===== src/rtl/count_readout_ctrl.sv =====
// count_readout_ctrl: walks the pop-counter select line, captures each count into a
// shadow copy and publishes all counts plus their sum as one atomic snapshot.
// A readout stops early on a missing valid (timeout) or on loss of idle (abort).
module count_readout_ctrl #(
    parameter int NUM_CNT = 5,
    parameter int IDX_W   = 3,
    parameter int CNT_W   = 5,
    parameter int TIMEOUT = 8
) (
    input  logic                               clk,
    input  logic                               reset,
    input  logic                               idle,
    input  logic                               req,
    input  logic                               valid,
    input  logic [CNT_W-1:0]                   data_out,
    output logic [IDX_W-1:0]                   idx,
    output logic                               busy,
    output logic [NUM_CNT*CNT_W-1:0]           cnt_bus,
    output logic [CNT_W+$clog2(NUM_CNT)-1:0]   total,
    output logic                               done,
    output logic                               err_timeout,
    output logic                               err_abort
);

    localparam int TOT_W = CNT_W + $clog2(NUM_CNT);
    localparam int TMR_W = $clog2(TIMEOUT + 1);
    localparam logic [IDX_W-1:0] LAST_IDX = IDX_W'(NUM_CNT - 1);
    localparam logic [TMR_W-1:0] TMR_LAST = TMR_W'(TIMEOUT - 1);

    typedef enum logic [1:0] {
        IDLE,
        SETTLE,
        WAIT
    } state_t;

    state_t                     state;
    logic [NUM_CNT*CNT_W-1:0]   shadow;
    logic [NUM_CNT*CNT_W-1:0]   shadow_next;
    logic [TOT_W-1:0]           sum;
    logic [TOT_W-1:0]           sum_next;
    logic [TMR_W-1:0]           timer;

    // Shadow copy and running sum as they would look if the current data_out is captured.
    always_comb begin
        shadow_next = shadow;
        sum_next    = sum + TOT_W'(data_out);
        for (int k = 0; k < NUM_CNT; k++) begin
            if (idx == IDX_W'(k)) begin
                shadow_next[k*CNT_W +: CNT_W] = data_out;
            end
        end
    end

    // Readout sequencer: select settle, capture or time out, publish snapshot on the last capture.
    always_ff @(posedge clk or posedge reset) begin
        if (reset) begin
            state       <= IDLE;
            idx         <= '0;
            busy        <= 1'b0;
            cnt_bus     <= '0;
            total       <= '0;
            done        <= 1'b0;
            err_timeout <= 1'b0;
            err_abort   <= 1'b0;
            shadow      <= '0;
            sum         <= '0;
            timer       <= '0;
        end else begin
            done        <= 1'b0;
            err_timeout <= 1'b0;
            err_abort   <= 1'b0;
            case (state)
                IDLE: begin
                    idx  <= '0;
                    busy <= 1'b0;
                    if (req && idle) begin
                        sum   <= '0;
                        busy  <= 1'b1;
                        state <= SETTLE;
                    end
                end
                SETTLE: begin
                    if (!idle) begin
                        err_abort <= 1'b1;
                        idx       <= '0;
                        busy      <= 1'b0;
                        state     <= IDLE;
                    end else begin
                        timer <= '0;
                        state <= WAIT;
                    end
                end
                WAIT: begin
                    if (!idle) begin
                        err_abort <= 1'b1;
                        idx       <= '0;
                        busy      <= 1'b0;
                        state     <= IDLE;
                    end else if (valid) begin
                        shadow <= shadow_next;
                        sum    <= sum_next;
                        if (idx == LAST_IDX) begin
                            cnt_bus <= shadow_next;
                            total   <= sum_next;
                            done    <= 1'b1;
                            idx     <= '0;
                            busy    <= 1'b0;
                            state   <= IDLE;
                        end else begin
                            idx   <= idx + 1'b1;
                            state <= SETTLE;
                        end
                    end else if (timer == TMR_LAST) begin
                        err_timeout <= 1'b1;
                        idx         <= '0;
                        busy        <= 1'b0;
                        state       <= IDLE;
                    end else begin
                        timer <= timer + 1'b1;
                    end
                end
                default: begin
                    idx   <= '0;
                    busy  <= 1'b0;
                    state <= IDLE;
                end
            endcase
        end
    end

endmodule

===== config.mk =====
export PLATFORM = sky130hd
export DESIGN_NAME = count_readout_ctrl
export DESIGN_NICKNAME = d
export VERILOG_FILES = /design/src/rtl/count_readout_ctrl.sv
export SDC_FILE = /design/constraint.sdc
export NUM_CORES = 1
export LEC_CHECK = 0
export BUFFER_PORTS_ARGS = -buffer_cell sky130_fd_sc_hd__buf_4
export CORE_AREA = 2 2 73 93
export DETAILED_ROUTE_END_ITERATION = 8
export DIE_AREA = 0 0 75 95
export PLACE_DENSITY = 0.75
export SYNTH_ARGS = -nofsm -noshare
export SYNTH_HDL_FRONTEND = slang
export SYNTH_SLANG_ARGS = --single-unit

===== constraint.sdc =====
create_clock -name clk -period 2.1 [get_ports clk]
set_input_delay 0 -clock clk [delete_from_list [all_inputs] [get_ports clk]]
set_output_delay 0 -clock clk [all_outputs]
set_load 0.01 [all_outputs]

After elaboration in Yosys (flattened, before gate mapping)

Index checks and enable logic that the tools add are counted.

Add/sub/neg operators: 3
Equal/unequal tests: 16
Mux-type cells: 44
Reductions and logical operators: 13

Operator list:

| operator                                                               | count |
|---|---|
| 5-bit 2-to-1 mux                                                       | 5 |
| 8-bit 2-to-1 mux                                                       | 3 |
| 1-bit 2-to-1 mux                                                       | 17 |
| 4-bit 2-to-1 mux                                                       | 4 |
| 8-bit case mux with 2 select lines                                     | 1 |
| 3-bit 2-to-1 mux                                                       | 5 |
| 2-bit != test (second input constant)                                  | 7 |
| 2-bit 2-to-1 mux                                                       | 5 |
| 8-bit by 5-bit adder with 8-bit output                                 | 1 |
| 4-bit != test (second input constant)                                  | 2 |
| 4-bit case mux with 2 select lines                                     | 1 |
| 4-bit AND reduction                                                    | 2 |
| 3-bit by 2-bit equality test with 1-bit output (second input constant) | 2 |
| 2-bit case mux with 3 select lines                                     | 1 |
| 3-bit case mux with 2 select lines                                     | 1 |
| 3-bit AND reduction                                                    | 2 |
| 5-bit AND reduction                                                    | 1 |
| 4-bit by 1-bit adder with 4-bit output (second input constant)         | 1 |
| 4-bit by 3-bit equality test with 1-bit output (second input constant) | 1 |
| 2-bit AND reduction                                                    | 2 |
| 2-bit nonzero test                                                     | 2 |
| 3-bit by 1-bit adder with 3-bit output (second input constant)         | 1 |
| 3-bit by 1-bit equality test with 1-bit output (second input constant) | 1 |
| 3-bit equality test (second input constant)                            | 1 |
| other kinds (7)                                                        | 7 |

Flip-flop bits (word level): 79
Input bits: 10
Output and inout port bits: 40

Logic depth before layout (Yosys ltp)

Word-level depth: 5
Gate-level depth with buffers: 10

Worst setup path before layout

OpenSTA, ideal clock, no wires.

Kind: reg2reg
Start point: register sum[0]
End point: register total[6]
Library setup time: 0.121 ns
Arrival time: 1.682 ns
Required time: 1.979 ns
Path slack: 0.297 ns
Stages on the path, launching flop included: 7
Buffers on the path: 0
Path through: dfrtp_1 -> ha_1 -> fa_1 -> a21o_1 -> a221o_1 -> xnor2_1 -> o21ai_1

Cells in the longest elaborated chain, start to end: 1

Ends and longest elaborated chain:

| what                                   | line | RTL |
|---|---|---|
| start, declared                        | 39   | `logic [TOT_W-1:0] sum;` |
| start signal, assigned                 | 101  | `sum <= sum_next;` |
| 8-bit by 5-bit adder with 8-bit output | 46   | `sum_next = sum + TOT_W'(data_out);` |
| end signal, assigned                   | 104  | `total <= sum_next;` |
| end, declared                          | 19   | `output logic [CNT_W+$clog2(NUM_CNT)-1:0] total,` |

No other way between the ends.
A chain may end at the register's enable or synchronous reset.

Worst setup path in the final report

Start point: input data_out[0]
End point: register total[6]

Cells in the longest elaborated chain, start to end: 1

Ends and longest elaborated chain:

| what                                   | line | RTL |
|---|---|---|
| start, declared                        | 15   | `input logic [CNT_W-1:0] data_out,` |
| 8-bit by 5-bit adder with 8-bit output | 46   |  |

No other way between the ends.

==> impl_metrics.json <==
{
  "core_um2": 6320,
  "layout-drive-gt1-share_pct": 21.4,
  "design_area_um2": 4090,
  "finalPower_mw": 3.47,
  "period_share_pct": 92.4,
  "synth.area.top_cells": "dfrtp_1 56%, nand2_1 11%, mux2_1 7.1%",
  "place.detailed.hpwl_um": 4630,
  "clk_latency_ps": 340,
  "start_util_pct": 52.8,
  "min_path_cells": 4,
  "maxCapViolCount": 0,
  "critPathKind": "in -> reg",
  "clkTransAtPathRegs_ps": 70,
  "portBuffers": 49,
  "wl_per_cell_um": 14.2,
  "postLayoutCoreUtil_pct": 64.8,
  "cp_top_family": "buffers and inverters",
  "worst_setup_path_end_kind": "flip-flop",
  "gp_congestion": 0.874,
  "clock.fmax_mhz": 515,
  "die_width_um": 75,
  "synth_common_cells": "97 x nand2_1, 74 x dfrtp_1, 21 x mux2_1",
  "yosysMostFrequentCell": "nand2_1",
  "fin_crit_ps": 1940,
  "io_pins": 50,
  "ys_async_sr_fraction_pct": 100,
  "synth_edf_count": 0,
  "dpl-instance-area_um2": 3800,
  "fin_skew_ps": 10.1,
  "p_per_area_nw_per_um2": 847,
  "dr.pass1.iters": 4,
  "seq_area_frac_synth_pct": 55.5,
  "grt_max_degree": 43,
  "startpoint": "data_out[0]",
  "synth_cell_types": 42,
  "vias": 2426,
  "ir_drop_uv": 776,
  "clockRootBuffer": "clkbuf_8",
  "synth_area_um2": 3340,
  "synth.avg_cell_area_um2": 10.7,
  "fp.dieH_um": 95,
  "synth-seq-cells": 74,
  "synth_ff_type": "dfrtp_1",
  "synth_nets": 338,
  "drc_errors": 0,
  "routed_via_density": 5.21,
  "cts_buffers": 9,
  "status": "completed",
  "dr.first_iter.drc_count": 163,
  "cts_setup_buffers": 0,
  "multiInputGateArea_um2": 1390,
  "cp.required_ps": 2310,
  "maxSlewViolCount": 0,
  "detail-route-antenna-nets": 0,
  "layout_setup_ws_ps": 160,
  "slew_headroom_pct": 61.2,
  "clock-sinks": 74,
  "antenna_found_initial": 0,
  "nFillCells": 516,
  "start_kind": "input port",
  "min_path_type": "in -> reg",
  "rows": 33,
  "grt_pass1_wl_um": 10900,
  "n_antenna_cell": 0,
  "tns_ps": 0,
  "cp.depth": 8,
  "die-area_um2": 7130,
  "rr_worst_depth": 7,
  "worstPathMaxFanout": 7,
  "syn_inst": 312,
  "hp-start": "req",
  "path_buf_inv": 2,
  "regArea_um2": 1850,
  "wirelength_um": 6610,
  "cts_tree": "built",
  "htreeDepth": 3,
  "track_usage_pct": 20.6,
  "worst_path_largest_cell_delay_ps": 530,
  "rr_startpoint": "state[0]$_DFFE_PP0P_",
  "yosysWarnings": 0,
  "nets": 400,
  "p_leak_nw": 2.15,
  "critPathArrivalTime_ps": 2150,
  "syn_to_final_growth_pct": 22.7,
  "synth_top_area_share_pct": 55.5,
  "path_cells": "dlygate4sd3_1 > buf_4 > ha_1 > fa_1 > a21o_1 > a221o_1 > xnor2_1 > o21ai_1",
  "place_ws_ps": 125,
  "grt_pass1_vias": 2293,
  "finalSetupViolCount": 0,
  "yosys.area.top_type": "dfrtp_1",
  "hold_viol_final": 0,
  "tightest_slew_ps": 582,
  "grt_overflow": 0,
  "rsz0062_at_grt": "false",
  "crit_slowest_cell": "dlygate4sd3_1",
  "ctsLongestPathBuffers": 2
}
## path summary, 6_finish.rpt
kind	slack (ps)	end
max in group asynchronous	1170	sum[3]$_DFFE_PP0P_
max reg2reg	170	cnt_bus[11]$_DFFE_PP0P_
min	80	state[1]$_DFFE_PP0P_
max	160	total[6]$_DFFE_PP0P_
min reg2reg	470	cnt_bus[5]$_DFFE_PP0P_
min in group asynchronous	290	cnt_bus[14]$_DFFE_PP0P_
## cell type report
| class | instances | area share (%) |
|---|---|---|
| flip-flops and latches | 74 | 45.2 |
| multi-input cells | 217 | 33.9 |
| clock buffers | 10 | 3.36 |
| well taps | 87 | 2.66 |
| clock inverters | 6 | 1.62 |
| inverters | 9 | 0.856 |
| repair buffers | 63 | 12.4 |
## cells in the final DEF, fill, tap and decap left out, types with 2 or more instances in the layout
cell            n
nand2_1        97
o21ai_1        18
a21oi_1         6
mux2_1         21
nor2_1          6
clkinv_2        3
inv_1           7
and3_1          4
dlygate4sd3_1   8
xor2_1          2
o2111ai_1       2
ha_1           14
mux2i_1         5
nand3_1         5
clkinv_4        3
xnor2_1         4
dfrtp_1        74
a21o_1          3
buf_4          54
a22o_1          6
clkbuf_8       10
nor3b_1         2
## power by group
group / leakage, nW / internal [mW] / switching, mW
Sequential: 1.02 / 1.57 / 0.102
Combinational: 1.02 / 0.317 / 0.373
Clock: 0.106 / 0.583 / 0.522
Total: 2.15 / 2.47 / 0.997
## registers in the layout, indices dropped and copies added, names as in the netlist, 2 cells and up
| name | count |
|---|---|
| cnt_bus | 25 |
| shadow | 20 |
| sum | 8 |
| total | 8 |
| timer | 4 |
| idx | 3 |
| state | 2 |
## repair_timing
| item | CTS | global route |
|---|---|---|
| resized for setup | 0 | 2 |
| setup endpoints to repair | 0 | 34 |
| hold buffers | 8 | 0 |
| endpoints found under the hold margin | 54 | 0 |
## worst reg2reg max path, cell delays in order, from the launching register on
cell,delay [ps]
dfrtp_1,410
inv_1,120
ha_2,310
and3_1,310
nand3_1,150
buf_4,280
nand2_1,170
nand2_1,80
## kinds of logic (layout without fill, tap and decap cells)
kind of cell,after synthesis,in the layout,share of synthesized area (%)
DFF,74,74,55.5
muxes,27,27,8.93
AOI/OAI and AO/OA,43,43,8.67
adders and majority gates,16,16,6.23
xor gates and xnor gates,6,6,1.58
buffers and inverters,21,88,2.96
and+or+nand+nor,125,125,16.1
## through the flow
step           hold WS [ps]  cells
2_1_floorplan          70.3    312
3_3_place_gp            109    442
6_report               77.6    466
5_1_grt                75.7    466
4_1_cts                61.6    466
3_5_place_dp            109    442
## metal layers
metal	wire length (um)	global-route usage [%]	share of wire (%)	vias up
met4	71	7.89	1.1	0
li1	-	-	-	1178
met1	3080	27.9	47	1192
met3	209	3.84	3.2	10
met2	3250	32.7	49	46
met5	0	0	0	-
No activity file was read; power rests on OpenSTA's default activity.
